[config.mk]
export PLATFORM = sky130hd
export DESIGN_NAME = input_conditioner_flat
export DESIGN_NICKNAME = d
export VERILOG_FILES = /design/src/rtl/input_conditioner_if.sv /design/src/rtl/input_conditioner.sv /design/src/flat_wrapper.sv
export SDC_FILE = /design/constraint.sdc
export NUM_CORES = 1
export LEC_CHECK = 0
export BUFFER_PORTS_ARGS = -buffer_cell sky130_fd_sc_hd__buf_4
export CORE_UTILIZATION = 45
export CTS_CLUSTER_SIZE = 16
export DETAILED_ROUTE_END_ITERATION = 12
export PLACE_DENSITY = 0.64
export SLEW_MARGIN = 40
export SYNTH_ARGS = -nofsm -noshare
export SYNTH_HDL_FRONTEND = slang
export SYNTH_SLANG_ARGS = --single-unit
[constraint.sdc]
create_clock -name clk -period 3.1 [get_ports clk]
set_input_delay 0.62 -clock clk [delete_from_list [all_inputs] [get_ports clk]]
set_output_delay 0.62 -clock clk [all_outputs]
set_load 0.05 [all_outputs]
[src/rtl/input_conditioner_if.sv]
// CPU-side port of the front-panel input conditioner.
// rd is a one-cycle read strobe; status and irq come back.
interface input_conditioner_if;
    logic        rd;
    logic [31:0] status;
    logic        irq;

    modport master (output rd, input status, input irq);
    modport slave  (input rd, output status, output irq);
endinterface

[src/rtl/input_conditioner.sv]
// Button debounce, quadrature decode and read-and-clear status word.
// Define INPUT_CONDITIONER_DETENT_EN to count one step per detent.
module input_conditioner #(
    parameter int BUTTONS         = 3,
    parameter int DEBOUNCE_CYCLES = 20000,
    parameter int DEBOUNCE_BITS   = 15,
    parameter int COUNT_BITS      = 8
) (
    input  logic               clk,
    input  logic               nreset,
    input  logic [BUTTONS-1:0] buttons_in,
    input  logic               tra,
    input  logic               trb,
    input_conditioner_if.slave bus
);
    localparam logic [DEBOUNCE_BITS-1:0] CNT_MAX =
        DEBOUNCE_BITS'(DEBOUNCE_CYCLES - 1);
    localparam logic [COUNT_BITS-1:0] D_MAX = {1'b0, {(COUNT_BITS-1){1'b1}}};
    localparam logic [COUNT_BITS-1:0] D_MIN = {1'b1, {(COUNT_BITS-1){1'b0}}};

    typedef enum logic [1:0] {FILL0, FILL1, PRIME, RUN} enc_st_e;

    logic [BUTTONS-1:0]       btn_s1_q, btn_s2_q;
    logic [1:0]               enc_s1_q, enc_s2_q;
    logic [BUTTONS-1:0]       cand_q, cand_d;
    logic [BUTTONS-1:0]       deb_q, deb_d;
    logic [DEBOUNCE_BITS-1:0] cnt_q [BUTTONS];
    logic [DEBOUNCE_BITS-1:0] cnt_d [BUTTONS];
    logic [BUTTONS-1:0]       press_q, press_d;
    logic [1:0]               prev_q, prev_d;
    enc_st_e                  st_q, st_d;
    logic [COUNT_BITS-1:0]    delta_q, delta_d;
    logic                     err_q, err_d;
    logic                     ovf_q, ovf_d;
    logic                     irq_q, irq_d;
    logic                     up, dn, bad;
    logic                     inc_up, inc_dn;

    // Debounced levels stay active-low (1 = released) internally
    always_comb begin
        cand_d = cand_q;
        deb_d  = deb_q;
        for (int i = 0; i < BUTTONS; i++) begin
            cnt_d[i] = cnt_q[i];
            if (btn_s2_q[i] != cand_q[i]) begin
                cand_d[i] = btn_s2_q[i];
                cnt_d[i]  = '0;
            end else if (cnt_q[i] != CNT_MAX) begin
                cnt_d[i] = cnt_q[i] + 1'b1;
            end
            if (cnt_d[i] == CNT_MAX) deb_d[i] = cand_d[i];
        end
    end

    always_comb begin
        st_d = st_q;
        unique case (st_q)
            FILL0:   st_d = FILL1;
            FILL1:   st_d = PRIME;
            PRIME:   st_d = RUN;
            default: st_d = RUN;
        endcase
    end

    always_comb begin
        up     = 1'b0;
        dn     = 1'b0;
        bad    = 1'b0;
        prev_d = enc_s2_q;
        if (st_q == RUN && enc_s2_q != prev_q) begin
            if ((enc_s2_q ^ prev_q) == 2'b11) begin
                bad = 1'b1;
            end else begin
                unique case (prev_q)
                    2'b00:   up = (enc_s2_q == 2'b01);
                    2'b01:   up = (enc_s2_q == 2'b11);
                    2'b11:   up = (enc_s2_q == 2'b10);
                    default: up = (enc_s2_q == 2'b00);
                endcase
                dn = ~up;
            end
        end
    end

`ifdef INPUT_CONDITIONER_DETENT_EN
    // Sub-counter holds -3..+3; the fourth edge of a detent emits a step
    logic signed [2:0] sub_q, sub_d;

    always_comb begin
        sub_d  = sub_q;
        inc_up = 1'b0;
        inc_dn = 1'b0;
        if (up) begin
            if (sub_q == 3'sd3) begin
                inc_up = 1'b1;
                sub_d  = '0;
            end else begin
                sub_d = sub_q + 3'sd1;
            end
        end else if (dn) begin
            if (sub_q == -3'sd3) begin
                inc_dn = 1'b1;
                sub_d  = '0;
            end else begin
                sub_d = sub_q - 3'sd1;
            end
        end
    end

    always_ff @(posedge clk or negedge nreset) begin
        if (!nreset) sub_q <= '0;
        else         sub_q <= sub_d;
    end
`else
    assign inc_up = up;
    assign inc_dn = dn;
`endif

    // Events in the read cycle land on the freshly cleared state
    always_comb begin
        delta_d = bus.rd ? '0 : delta_q;
        ovf_d   = bus.rd ? 1'b0 : ovf_q;
        err_d   = (bus.rd ? 1'b0 : err_q) | bad;
        press_d = (bus.rd ? '0 : press_q) | (deb_q & ~deb_d);
        if (inc_up) begin
            if (delta_d == D_MAX) ovf_d = 1'b1;
            else                  delta_d = delta_d + 1'b1;
        end else if (inc_dn) begin
            if (delta_d == D_MIN) ovf_d = 1'b1;
            else                  delta_d = delta_d - 1'b1;
        end
        irq_d = (|delta_d) | (|press_d) | err_d | ovf_d;
    end

    always_ff @(posedge clk or negedge nreset) begin
        if (!nreset) begin
            btn_s1_q <= '1;
            btn_s2_q <= '1;
            enc_s1_q <= '0;
            enc_s2_q <= '0;
            cand_q   <= '1;
            deb_q    <= '1;
            for (int i = 0; i < BUTTONS; i++) cnt_q[i] <= '0;
            press_q  <= '0;
            prev_q   <= '0;
            st_q     <= FILL0;
            delta_q  <= '0;
            err_q    <= 1'b0;
            ovf_q    <= 1'b0;
            irq_q    <= 1'b0;
        end else begin
            btn_s1_q <= buttons_in;
            btn_s2_q <= btn_s1_q;
            enc_s1_q <= {tra, trb};
            enc_s2_q <= enc_s1_q;
            cand_q   <= cand_d;
            deb_q    <= deb_d;
            for (int i = 0; i < BUTTONS; i++) cnt_q[i] <= cnt_d[i];
            press_q  <= press_d;
            prev_q   <= prev_d;
            st_q     <= st_d;
            delta_q  <= delta_d;
            err_q    <= err_d;
            ovf_q    <= ovf_d;
            irq_q    <= irq_d;
        end
    end

    always_comb begin
        bus.status                   = '0;
        bus.status[COUNT_BITS-1:0]   = delta_q;
        bus.status[8 +: BUTTONS]     = ~deb_q;
        bus.status[16 +: BUTTONS]    = press_q;
        bus.status[29]               = err_q;
        bus.status[30]               = ovf_q;
        bus.status[31]               = irq_q;
    end

    assign bus.irq = irq_q;
endmodule
[src/flat_wrapper.sv]
// flat-port wrapper written by rule: the top's interface ports become plain ports
module input_conditioner_flat 
#(
    parameter int BUTTONS         = 3,
    parameter int DEBOUNCE_CYCLES = 20000,
    parameter int DEBOUNCE_BITS   = 15,
    parameter int COUNT_BITS      = 8
)
  (clk, nreset, buttons_in, tra, trb, bus_rd, bus_status, bus_irq);
  input_conditioner_if bus_i ();
  input  logic clk;
  input  logic nreset;
  input  logic [BUTTONS-1:0] buttons_in;
  input  logic tra;
  input  logic trb;
  input wire logic [$bits(bus_i.rd)-1:0] bus_rd;
  output wire logic [$bits(bus_i.status)-1:0] bus_status;
  output wire logic [$bits(bus_i.irq)-1:0] bus_irq;
  assign bus_i.rd = bus_rd;
  assign bus_status = bus_i.status;
  assign bus_irq = bus_i.irq;
  input_conditioner #(.BUTTONS(BUTTONS), .DEBOUNCE_CYCLES(DEBOUNCE_CYCLES), .DEBOUNCE_BITS(DEBOUNCE_BITS), .COUNT_BITS(COUNT_BITS)) u_core (.clk(clk), .nreset(nreset), .buttons_in(buttons_in), .tra(tra), .trb(trb), .bus(bus_i));
endmodule
==> qor.csv, run 1 <==
metric,value,unit
ir_drop,254,uV
synth_warnings,0,
synth-seq-area-share,44.2,%
max_freq,324,MHz
yosysTopAreaCell,dfrtp_1,
core_area,0.00973,sq mm
p_clk_share,24.0,%
synth_seq_cells,79,
yosysMostFrequentCell,dfrtp_1,
cp.required,3.31,ns
num_rows,36,
fp.dieW,102,um
synth_edf_count,0,
p_per_area,547,mW/mm^2
critical_path_arrival,3.30,ns
post_drt_wl_per_cell,14.1,um
drc,1,
intPower,0.00180,W
maxCapViolCount,0,
clk_latency,0.34,ns
grt_max_degree,80,
die-height,102,um
net-switching-power,0.00107,W
fin_nets,556,
start_util,46.3,%
grt_pass1_wl,15600,um
final.min_clock_period,3.08,ns
p_comb_share,33.4,%
root_buffer,clkbuf_8,
track_usage,19.3,%
final-hold-violation-count,0,
vias,3546,
htreeDepth,3,
yosysUniqueCellTypes,60,
fin_ws,0.0162,ns
synthTopCellsByArea,"dfrtp_1, dfstp_2, xnor2_1",
async_flop_share,100,%
routed.top_layer,met4,
setup_violations,0,
finalSetupTns,0,ns
fin_skew,0.00921,ns
vias_per_cell,5.26,
slew_violations,0,
pre_cts_ws,-0.367,ns
rsz0062_at_grt,true,
cts_tree,built,
final_cells,674,
synth_common_cells,"dfrtp_1, nor2_1, nand2_1, xnor2_1, nand3_1",
cts-buffers-inserted,9,
place_hpwl,6940,um
relSlewSlack,53.6,%
p_sw_share,37.3,%
clkSinkCount,79,
dpl.cell_count,656,
ant_nets,0,
n_antenna_cell,0,
cp-end-kind,flip-flop,
crit_type,in -> reg,
finalCritPeriodShare,99.5,%
cts_buffer_depth,2,
p_leak,2.31,nW
clk_pin_slew_worst_paths,0.08,ns
pin_count,41,
status,"complete, but fails checks",
route.met2.wl,4430,um
drt_iter0_markers,132,
tightest_slew,0.696,ns
antenna_found_initial,0,
syn-cell-area,0.00451,sq mm
routed_wl,9490,um
crit_fanout,6,
syn2layout_area_growth,16.3,%
start_kind,input port,
dieArea,0.0104,sq mm
ys.flop_type,dfrtp_1,
drt-met1-wl,4480,um
min_path_type,in -> async,
seqPwrFrac,42.6,%
gr-total-overflow,0,
violations,design-rule violations,
layout-drive-gt1-share,21.3,%
syn_inst,483,
yosysTopAreaCellShare,37.2,%
routed-wl-met3,429,um
drt-pass1-iter-count,9,
grt_pass1_vias,3280,
io_buffers,25,
syn_area_per_cell,9.34,sq um
place_congestion,0.891,
-- metrics by stage --
stage / instance area, sq um / hold slack (ns) / utilization (%) / total power, W
6_report: 5250 / 0.282 / 53.9 / 0.00287
2_1_floorplan: 4610 / 0.324 / - / 0.00189
5_1_grt: 5250 / 0.347 / 53.9 / 0.00305
3_5_place_dp: 5020 / 0.340 / 51.6 / 0.00219
4_1_cts: 5220 / 0.324 / 53.6 / 0.00290
3_3_place_gp: 5020 / 0.337 / 51.6 / 0.00218
-- cell type report --
class	count	area, sq um
Fill cell	936	4480
Timing Repair Buffer	64	492
Sequential cell	79	1990
Tap cell	133	166
Clock buffer	11	141
Multi-Input combinational cell	356	2320
Inverter	26	97.6
Clock inverter	5	33.8
-- path summary, 6_finish.rpt --
check	slack (ns)	to	cells past startpoint	start
worst max-delay path	0.02	u_core.bus.irq	12	bus_rd
worst min-delay path	0.28	u_core.st_q[1]	1	nreset
worst max register to register	0.02	u_core.bus.irq	9	u_core.delta_q[4]
worst min register to register	0.36	u_core.enc_s2_q[0]	0	u_core.enc_s1_q[0]
max in group asynchronous	2.32	u_core.cnt_q[0]	1	nreset
min in group clk	0.36	u_core.enc_s2_q[0]	0	u_core.enc_s1_q[0]
-- placed cells by master, fill, tap and decap left out, types with 3 or more instances in the layout --
cell       n
nor4b_1    3
mux2i_1    6
a31oi_1    3
nor2b_1    6
clkbuf_8  10
a21oi_1    8
nor3_1    13
xor2_1    24
or4_1      7
or2_2      4
nand4_1   15
conb_1    15
and2_1    14
o211ai_1   4
nor4_1     9
nor2_1    56
nand2_1   30
nor3_2     3
nand2b_1   3
dfrtp_1   67
inv_1     23
buf_4     62
inv_2      3
xnor2_1   28
nand3_1   25
and3_1     8
o21ai_0   16
ha_1      11
dfstp_2   12
-- flip-flops by register name, summed over array words and instances, names as in the netlist --
signal / count
u_core.delta_q: 8
u_core.deb_q: 3
u_core.cnt_q: 45
u_core.ovf_q: 1
u_core.enc_s1_q: 2
u_core.enc_s2_q: 2
u_core.btn_s1_q: 3
u_core.st_q: 2
u_core.bus.irq: 1
u_core.prev_q: 2
u_core.press_q: 3
u_core.cand_q: 3
u_core.err_q: 1
u_core.btn_s2_q: 3
-- per-layer routing --
layer / vias to the layer above / track usage, %
li1: 1748 / -
met3: 12 / 3.35
met1: 1693 / 27.3
met2: 93 / 29.5
met5: - / 0
met4: 0 / 7.36
-- critical path: stages --
cell,delay [ns]
buf_8,0.10
nand2b_4,0.15
inv_2,0.07
ha_4,0.13
nand4_1,0.14
nor4_4,0.32
nor2b_1,0.11
xnor2_1,0.14
a21o_1,0.16
or4_1,0.48
or4_1,0.46
or4_1,0.42
-- logic make-up (layout without fill, tap and decap cells) --
group                    Yosys count  count (layout)  synth area share (%)
adder cells (fa/ha/maj)           12              12                  3.33
AO/OA/AOI/OAI                     54              54                  8.07
AND/OR/NAND/NOR                  217             217                  26.0
buffers and inverters             62             106                  6.94
flip-flops                        79              79                  44.2
multiplexers                       6               6                  1.33
XOR/XNOR                          52              52                  10.1
other                              1              15                0.0832
-- power by group through the flow --
stage / Combinational [W] / Clock [W] / Sequential, W
finish: 0.000958 / 0.000690 / 0.00122
global placement: 0.000942 / 0 / 0.00124
floorplan: 0.000510 / 0 / 0.00138
detailed placement: 0.000948 / 0 / 0.00124
CTS: 0.000954 / 0.000721 / 0.00122
global route: 0.00104 / 0.000767 / 0.00124
-- timing repair --
item | in CTS | in global routing
gates resized for setup | 1 | 6
buffers inserted | 2 | 0
pin swaps | 3 | 0
hold buffers | 0 | 0
setup endpoints to repair | 1 | 2
gates cloned | 0 | 0
No activity file was read; power rests on OpenSTA's default activity.
==> inputs of run 2 (changes only) <==
--- a/config.mk
+++ b/config.mk
@@ -7,2 +7,3 @@
 export LEC_CHECK = 0
+export ABC_AREA = 1
 export BUFFER_PORTS_ARGS = -buffer_cell sky130_fd_sc_hd__buf_4
@@ -11,3 +12,3 @@
 export DETAILED_ROUTE_END_ITERATION = 12
-export PLACE_DENSITY = 0.64
+export PLACE_DENSITY = 0.63
 export SLEW_MARGIN = 40
==> constraint.sdc (replaced) <==
create_clock -name clk -period 3.1 [get_ports clk]
set_input_delay 0.31 -clock clk [delete_from_list [all_inputs] [get_ports clk]]
set_output_delay 0.31 -clock clk [all_outputs]
set_load 0.05 [all_outputs]
==> run 2 against run 1 <==
  * The run now ends clean
  * Synthesized cell count grew 53%
  * Worst setup slack improved by 0.83 ns
  * Final area is 9.6% higher
  * Die area rose by 14%
  * Combinational power fell by 12%
  * Clock skew up 0.0031 ns
  * Count of clock-buffer cells in the layout unchanged
  * Total power increased by 15%
  * Register-to-register slack better by 0.83 ns
  * First-iteration DRC count rose to 2.6 times the previous value
  * Critical endpoint unchanged
==> qor.csv, run 2 <==
metric,value,unit
endpoint,u_core.bus.irq,
ir_drop,431,uV
synth_common_cells,"nand2_1, inv_1, nor2_1, nand3_1, dfrtp_1",
layout-drive-gt1-share,15.6,%
cts_tree,built,
r2r_end,u_core.bus.irq,
synth-simple-area-share,40.2,%
cp-startpoint,u_core.cand_q[2],
routed.top_layer,met4,
async_flop_share,100,%
crit_type,reg -> reg,
final.min_clock_period,2.25,ns
vias,4501,
top_regs,"u_core.cnt_q: 45 flops, u_core.delta_q: 8 flops",
drt-met1-wl,5370,um
max_freq,444,MHz
die-height,109,um
synthTopCellsByArea,"dfrtp_1, nand2_1, inv_1",
place_congestion,0.871,
synth_edf_count,0,
n_antenna_cell,0,
cts-resized-gates,0,
worstReg2RegStart,u_core.cand_q[2],
routed-wl-met3,470,um
worst-path-stages,12,
finalSetupTns,0,ns
p_per_area,574,mW/mm^2
drt_iter0_markers,338,
synth-seq-area-share,38.5,%
fin_nets,785,
pre_cts_ws,0.789,ns
route.met2.wl,5110,um
drt-pass1-iter-count,5,
slew_violations,0,
rrSetupSlack,0.85,ns
gr-total-overflow,0,
root_buffer,clkbuf_16,
final_cells,910,
cp.required,3.38,ns
track_usage,20.2,%
finalCritPeriodShare,72.7,%
largest_register_ffs,45,
cts_hold_buffers,0,
relSlewSlack,51.6,%
maxCapViolCount,0,
cts-buffers-inserted,9,
rsz0062_at_grt,false,
most-common-layout-cells,"nand2_1, inv_1, nor2_1",
synth_warnings,0,
cpPeakStageDelay,0.54,ns
syn2layout_area_growth,11.2,%
critical_path_arrival,2.53,ns
synth_top_family_by_area,simple AND/OR/NAND/NOR gates,
fin_skew,0.0123,ns
num_rows,38,
fin_ws,0.848,ns
syn_area_per_cell,7.01,sq um
regMostFlops,u_core.cnt_q,
grt_pass1_wl,18800,um
crit_fanout,12,
ys.flop_type,dfrtp_1,
place_hpwl,8110,um
start_util,46.9,%
fp.dieW,109,um
core_area,0.0110,sq mm
yosysUniqueCellTypes,33,
syn_inst,738,
final_common_cell,nand2_1,
clk_pin_slew_worst_paths,0.06,ns
clkSinkCount,79,
dpl.cell_count,894,
synth_xor_area_share,1.86,%
yosysTopAreaCellShare,32.4,%
cts_buffer_depth,2,
path_cells,"inv_1, ha_1, inv_1, a21oi_1, nand2_1, nor2_1, nand3_1, nor2_2, nand3_1, nand2_2, nor2_1, nand2_1",
synthMuxAreaShare,0,%
start_kind,flip-flop,
post_drt_wl_per_cell,12.2,um
status,"complete, no violations",
grt_pass1_vias,4156,
synthAdderAreaFrac,2.90,%
dieArea,0.0119,sq mm
min_path_type,in -> async,
yosysTopAreaCell,dfrtp_1,
cts_setup_buffers,0,
setup_violations,0,
routed_wl,11100,um
yosysMostFrequentCell,nand2_1,
p_leak,3.00,nW
io_buffers,25,
tightest_slew,0.726,ns
path_buf_inv,2,
syn-cell-area,0.00517,sq mm
critPathSlowestCell,ha_1,
clk_latency,0.34,ns
drc,0,
vias_per_cell,4.95,
synth-compound-area-share,3.89,%
grt_max_degree,80,
cp-end-kind,flip-flop,
final-hold-violation-count,0,
rr_worst_depth,12,
antenna_found_initial,0,
synth_seq_cells,79,
ant_nets,0,
pin_count,41,
htreeDepth,3,
path_delay_family,simple AND/OR/NAND/NOR gates,
==> run 2: worst register-to-register path: stages, from the launching register on <==
cell and delay [ns]:
dfstp_2 0.53, inv_1 0.04, ha_1 0.54, inv_1 0.19
a21oi_1 0.16, nand2_1 0.08, nor2_1 0.11, nand3_1 0.14
nor2_2 0.14, nand3_1 0.10, nand2_2 0.08, nor2_1 0.04
nand2_1 0.04
==> run 2: logic make-up after synthesis <==
logic type	count (synthesis)
xor+xnor	11
buf+inv	149
compound gates	33
simple gates	453
other cells	1
flops	79
fa+ha+maj	12
==> run 2: worst min-delay path by stage <==
| stage | from | to |
|---|---|---|
| 2_1_floorplan | nreset | u_core.bus.irq |
| 6_report | nreset | u_core.cnt_q[38] |
| 3_5_place_dp | u_core.enc_s1_q[1] | u_core.enc_s2_q[1] |
| 5_1_grt | buttons_in[2] | u_core.btn_s1_q[2] |
| 3_3_place_gp | u_core.enc_s1_q[0] | u_core.enc_s2_q[0] |
| 4_1_cts | nreset | u_core.cnt_q[38] |
==> run 2: stage by stage <==
stage               util, %  cell area (sq um)  hold WS [ns]  power [W]
floorplan                 -               5230        0.0144    0.00190
global placement       49.0               5410         0.332    0.00209
detailed placement     49.1               5410         0.336    0.00210
CTS                    52.1               5750        0.0423    0.00333
global route           52.1               5750        0.0624    0.00348
finish                 52.1               5750       0.00736    0.00330
==> run 2: area by class of cell <==
| class | instances | area, sq um |
|---|---|---|
| Clock buffer | 11 | 233 |
| Clock inverter | 5 | 106 |
| Fill cell | 1044 | 5280 |
| Inverter | 126 | 473 |
| Multi-Input combinational cell | 524 | 2580 |
| Sequential cell | 79 | 1990 |
| Tap cell | 140 | 175 |
| Timing Repair Buffer | 25 | 191 |
==> run 2: routing by layer <==
layer	track usage [%]	up-vias
met5	0	-
met4	7.24	0
met3	4.60	16
met2	32.3	121
met1	26.7	2053
li1	-	2311
==> run 2: power by group <==
group / switching, W / internal [W]
Combinational: 0.000596 / 0.000251
Clock: 0.000425 / 0.000789
Sequential: 0.000111 / 0.00113
